$ cat config.mk
export PLATFORM = sky130hd
export DESIGN_NAME = rr_stage_arbiter
export DESIGN_NICKNAME = d
export VERILOG_FILES = /design/src/rtl/stage_arb_pkg.sv /design/src/rtl/rr_pick.sv /design/src/rtl/rr_stage_arbiter.sv
export SDC_FILE = /design/constraint.sdc
export NUM_CORES = 1
export LEC_CHECK = 0
export ABC_AREA = 1
export BUFFER_PORTS_ARGS = -buffer_cell sky130_fd_sc_hd__buf_2
export CAP_MARGIN = 10
export CORE_MARGIN = 2
export CORE_UTILIZATION = 34
export CTS_CLUSTER_SIZE = 8
export DETAILED_ROUTE_END_ITERATION = 8
export GPL_TIMING_DRIVEN = 0
export HOLD_SLACK_MARGIN = 0.12
export SYNTH_ARGS = -nofsm -noshare
export SYNTH_HDL_FRONTEND = slang
export SYNTH_SLANG_ARGS = --single-unit
$ cat constraint.sdc
create_clock -name clk -period 2.5 [get_ports clk]
set_clock_uncertainty 0.15 [all_clocks]
set_input_delay 0.375 -clock clk [delete_from_list [all_inputs] [get_ports clk]]
set_output_delay 0.375 -clock clk [all_outputs]
set_load 0.005 [all_outputs]
$ cat src/rtl/stage_arb_pkg.sv
// Shared types and the rotate-from-pointer priority search used by the
// round-robin stage arbiter.
package stage_arb_pkg;

    typedef enum logic {ARB, LOCK} arb_state_e;

    localparam int MAX_NREQ = 32;

    // Returns the first set bit of req[nreq-1:0] at or after ptr (wrapping), or -1.
    // Scans from the far end so the lowest rotated offset is the last one written.
    function automatic int rr_select(input logic [MAX_NREQ-1:0] req,
                                     input int nreq,
                                     input int ptr);
        int idx;
        int sel;
        sel = -1;
        for (int k = MAX_NREQ - 1; k >= 0; k--) begin
            if (k < nreq) begin
                idx = ptr + k;
                if (idx >= nreq) begin
                    idx = idx - nreq;
                end
                if (req[idx[4:0]]) begin
                    sel = idx;
                end
            end
        end
        return sel;
    endfunction

endpackage

$ cat src/rtl/rr_pick.sv
// Combinational round-robin picker: one-hot grant, binary index and an
// any-request flag for the first requester at or after the pointer.
module rr_pick
    import stage_arb_pkg::*;
#(
    parameter  int NREQ  = 4,
    localparam int SRC_W = $clog2(NREQ)
) (
    input  logic [NREQ-1:0]  req,
    input  logic [SRC_W-1:0] ptr,
    output logic [NREQ-1:0]  grant,
    output logic [SRC_W-1:0] idx,
    output logic             any
);

    logic [MAX_NREQ-1:0] req_wide;
    int                  sel;

    always_comb begin
        req_wide            = '0;
        req_wide[NREQ-1:0]  = req;
        sel                 = rr_select(req_wide, NREQ, int'(ptr));
        any                 = 1'b0;
        grant               = '0;
        idx                 = '0;
        if (sel >= 0) begin
            any        = 1'b1;
            idx        = sel[SRC_W-1:0];
            grant[idx] = 1'b1;
        end
    end

endmodule

$ cat src/rtl/rr_stage_arbiter.sv
// Round-robin arbiter sharing one registered pipeline stage between NREQ
// requesters, with per-requester burst lock.
module rr_stage_arbiter
    import stage_arb_pkg::*;
#(
    parameter  int NREQ  = 4,
    parameter  int WIDTH = 4,
    localparam int SRC_W = $clog2(NREQ)
) (
    input  logic                  clk,
    input  logic                  rst_n,
    input  logic [NREQ-1:0]       req_valid,
    input  logic [NREQ-1:0]       req_lock,
    input  logic [NREQ*WIDTH-1:0] req_data,
    output logic [NREQ-1:0]       req_ready,
    output logic                  out_valid,
    output logic [WIDTH-1:0]      out_data,
    output logic [SRC_W-1:0]      out_src,
    input  logic                  out_ready
);

    if (NREQ < 2 || NREQ > MAX_NREQ) begin : g_bad_nreq
        $error("rr_stage_arbiter: NREQ out of range");
    end

    arb_state_e       state, state_next;
    logic [SRC_W-1:0] rr_ptr, rr_ptr_next;
    logic [SRC_W-1:0] lock_owner, lock_owner_next;
    logic [NREQ-1:0]  owner_mask;
    logic [NREQ-1:0]  eligible;
    logic [NREQ-1:0]  grant;
    logic [SRC_W-1:0] pick_idx;
    logic             pick_any;
    logic             accept;
    logic             transfer;
    logic [WIDTH-1:0] pick_data;

    // During a burst only the owner may be picked, even if it is momentarily idle.
    assign accept     = !out_valid || out_ready;
    assign owner_mask = NREQ'(1) << lock_owner;
    assign eligible   = (state == LOCK) ? (req_valid & owner_mask) : req_valid;

    rr_pick #(
        .NREQ (NREQ)
    ) u_pick (
        .req   (eligible),
        .ptr   (rr_ptr),
        .grant (grant),
        .idx   (pick_idx),
        .any   (pick_any)
    );

    assign req_ready = accept ? grant : '0;
    assign transfer  = accept && pick_any;
    assign pick_data = req_data[pick_idx*WIDTH +: WIDTH];

    always_comb begin
        state_next      = state;
        rr_ptr_next     = rr_ptr;
        lock_owner_next = lock_owner;
        if (transfer) begin
            rr_ptr_next = (pick_idx == SRC_W'(NREQ - 1)) ? '0 : pick_idx + 1'b1;
            if (req_lock[pick_idx]) begin
                state_next      = LOCK;
                lock_owner_next = pick_idx;
            end else begin
                state_next = ARB;
            end
        end
    end

    always_ff @(posedge clk or negedge rst_n) begin
        if (!rst_n) begin
            state      <= ARB;
            rr_ptr     <= '0;
            lock_owner <= '0;
        end else begin
            state      <= state_next;
            rr_ptr     <= rr_ptr_next;
            lock_owner <= lock_owner_next;
        end
    end

    // A new beat overwrites the draining one directly, so streaming has no bubble.
    always_ff @(posedge clk or negedge rst_n) begin
        if (!rst_n) begin
            out_valid <= 1'b0;
            out_data  <= '0;
            out_src   <= '0;
        end else if (transfer) begin
            out_valid <= 1'b1;
            out_data  <= pick_data;
            out_src   <= pick_idx;
        end else if (out_ready) begin
            out_valid <= 1'b0;
        end
    end

    a_ready_onehot: assert property (@(posedge clk) disable iff (!rst_n)
        $onehot0(req_ready));
    a_ready_needs_valid: assert property (@(posedge clk) disable iff (!rst_n)
        (req_ready & ~req_valid) == '0);
    a_stall_holds: assert property (@(posedge clk) disable iff (!rst_n)
        (out_valid && !out_ready) |=> (out_valid && $stable(out_data) && $stable(out_src)));

endmodule

==> flow_summary_export.csv <==
group,metric,value,unit
place,placed_area,1346,um2
clock_network,cts_buffers,3,
routing,drc,0,
logic_synthesis,syn_inst,169,
sta,fmax,398.5,MHz
sta,slew_violations,0,
global_route,grt_pass1_wl,4974,um
critical_path,worstPathMaxFanout,5,
sta,final-setup-viol-count,1,
sta,rsz0062_at_grt,"true",
critical_path,cp-start-kind,"flip-flop",
floorplan,die_w,61.04,um
routing,drtIter0Drc,40,
clock_network,htreeDepth,1,
place,routabilityCongestion,0.8088,
floorplan,die_h,61.04,um
sta,tns,-0.009298,ns
routing,ant_nets,0,
clock_network,clkLatencyLatePin,0.27,ns
min_path,min_path_type,"primary input to flip-flop",
run_status,violations,"negative setup slack",
routing,vias_per_cell,4.623,
min_path,hold_start,"req_data[11]",
sta,worst_slew_pin_slew,0.3336,ns
logic_synthesis,seq_area_frac_synth,27.15,%
clock_network,clock_path_buffers,2,
global_route,grt-ovfl-total,0,
flow_run,max_cap_viol_count,0,
place,dp_slack,-0.3308,ns
run_status,outcome,"complete, but fails checks",
critical_path,worstSetupPathType,"flip-flop to output pin",
floorplan,die-area,3725,um2
routing,drt_first_pass_iters,4,
global_route,grt_max_degree,13,
sta,fin_ws,-0.009298,ns
logic_synthesis,synth_top_cell_by_area,"dfrtp_1",
logic_synthesis,yosysWarnings,0,
floorplan,start_util,35.93,%
finish,num_antenna_cells,0,
clock_network,cts_tree,"built",
finish,fin_area,1690,um2
routing,totalWireLength,3065,um
logic_synthesis,async_flop_share,100.0,%
critical_path,crit_arrival,1.98,ns
sta,max-slew-margin-rel,77.68,%
finish,nets,262,
clock_network,cts_root_buffer,"clkbuf_4",
global_route,antenna_found_initial,0,
floorplan,core,3078,um2
global_route,grt_usage,17.64,%
place,dp_cells,250,
critical_path,crit_required,1.98,ns
sta,finalCritPeriodShare,100.4,%
clock_network,cts_sinks,12,
routing,vias,1262,
finish,area_growth,52.83,%
place,hpwl,2157,um
logic_synthesis,yosys_register_bits,12,
sta,hold_violations,0,
clock_network,clkSlewWorstSetupHoldPaths,0.07,ns
logic_synthesis,syn_area,1106,um2
global_route,grt_pass1_vias,1243,
critical_path,crit_path_end_kind,"output pin",
logic_synthesis,synth_nets,201,
logic_synthesis,synthDominantCellAreaShare,27.15,%
logic_synthesis,synth.distinct_cells,24,
logic_synthesis,synth-edff-count,0,
floorplan,ios,38,
routing,post_drt_wl_per_cell,11.23,um
critical_path,r2r_start,"rr_ptr[1]",
critical_path,worstSetupStartpoint,"rr_ptr[1]",
sta,fin_crit,2.509,ns
finish,drive_gt1_share,45.41,%
finish,fillerInstances,327,
logic_synthesis,avgSynthCellArea,6.545,um2
floorplan,fp-row-count,20,
place,portBuffers,37,
finish,final_cells,273,
logic_synthesis,ys_top_cells_by_area,"dfrtp_1 27%, nand2_1 22%, nand3_1 15%",
logic_synthesis,ys.flop_type,"dfrtp_1",
worst paths after layout:
| path | endpoint | slack [ns] | cells after the start |
|---|---|---|---|
| max | req_ready[0] | -0.009 | 11 |
| max in group asynchronous | rr_ptr[1] | 1.63 | 2 |
| max reg2reg | lock_owner[0] | 0.11 | 16 |
| min in group asynchronous | out_src[1] | 0.35 | 2 |
| min reg2reg | out_data[3] | 0.34 | 2 |
| min | out_data[3] | 0.31 | 5 |
through the flow:
stage | hold WS [ns] | utilization [%]
after global routing | 0.3099 | 54.92
after global placement | 0.1101 | 43.74
after CTS | 0.3071 | 52.76
after floorplan | -0.07059 | -
after detailed placement | 0.1073 | 43.74
final | 0.3060 | 54.92
routing by layer:
layer,track usage [%],wire length (um),vias up
met3,4.412,144,2
li1,-,-,670
met5,0,0,-
met4,2.484,12,0
met1,21.34,1377,552
met2,32.22,1530,38
state kept, by name (all words and copies together), names as in the netlist:
signal and count:
state 1, out_src 2, out_valid 1, rr_ptr 2, out_data 4, lock_owner 2
layout make-up:
type / count / area, um2 / share of cell area [%]
well taps: 44 / 55.05 / 3.257
plain buffers: 1 / 13.76 / 0.8142
inverters: 23 / 105.1 / 6.218
repair buffers: 56 / 334.1 / 19.76
flip-flops and latches: 12 / 302.8 / 17.91
multi-input cells: 133 / 843.3 / 49.89
clock buffers: 4 / 36.28 / 2.147
logic make-up (layout without fill, tap and decap cells):
family / Yosys count / in the layout / synth area share [%]
adder cells (fa/ha/maj): 5 / 5 / 5.656
AND/OR/NAND/NOR: 120 / 120 / 53.17
buffers and inverters: 24 / 84 / 9.614
flip-flops: 12 / 12 / 27.15
AO/OA/AOI/OAI: 8 / 8 / 4.412
what timing repair did:
item / in CTS / in global routing
hold buffers: 1 / 0
resized for setup: 26 / 14
endpoints found under the hold margin: 12 / 0
pin swaps: 16 / 9
setup endpoints to repair: 4 / 6
buffers inserted: 16 / 2
cells in the final DEF, fill, tap and decap left out:
master and count:
nand2_4 5, a21oi_2 1, nand3_4 6, buf_4 17
nand3_2 7, inv_2 4, clkinvlp_4 1, dfrtp_2 2
o221ai_1 1, nor2_4 1, nand2_1 57, inv_1 14
inv_4 2, nand4_1 4, o21a_1 1, nor3_2 1
nor2_1 4, clkbuf_4 3, buf_6 1, clkbuf_8 2
dlygate4sd3_1 1, nand3_1 26, nand4_4 1, o21ai_2 2
dfrtp_1 10, o211ai_1 1, ha_1 4, buf_2 37
o21ai_0 2, nand2_2 8, ha_4 1, inv_6 2
synthesized netlist by cell type, drive strengths merged, types with 4 or more instances:
library cell,number
nand3,39
nand4,5
nand2,70
o21ai,4
inv,22
dfrtp,12
nor2,5
ha,5
worst max-delay path: stages, from the launching register on:
cell and delay, ns:
dfrtp_2 0.39, clkinvlp_4 0.13, ha_4 0.34, inv_4 0.04, nand3_2 0.08, nand3_4 0.09
o21ai_2 0.13, nand2_2 0.11, nand2_4 0.11, nand2_4 0.07, a21oi_2 0.11, buf_2 0.12
Power is left out: the tool's default activity adds up to more than one toggle a clock period on the data nets, which glitch-free logic cannot reach.
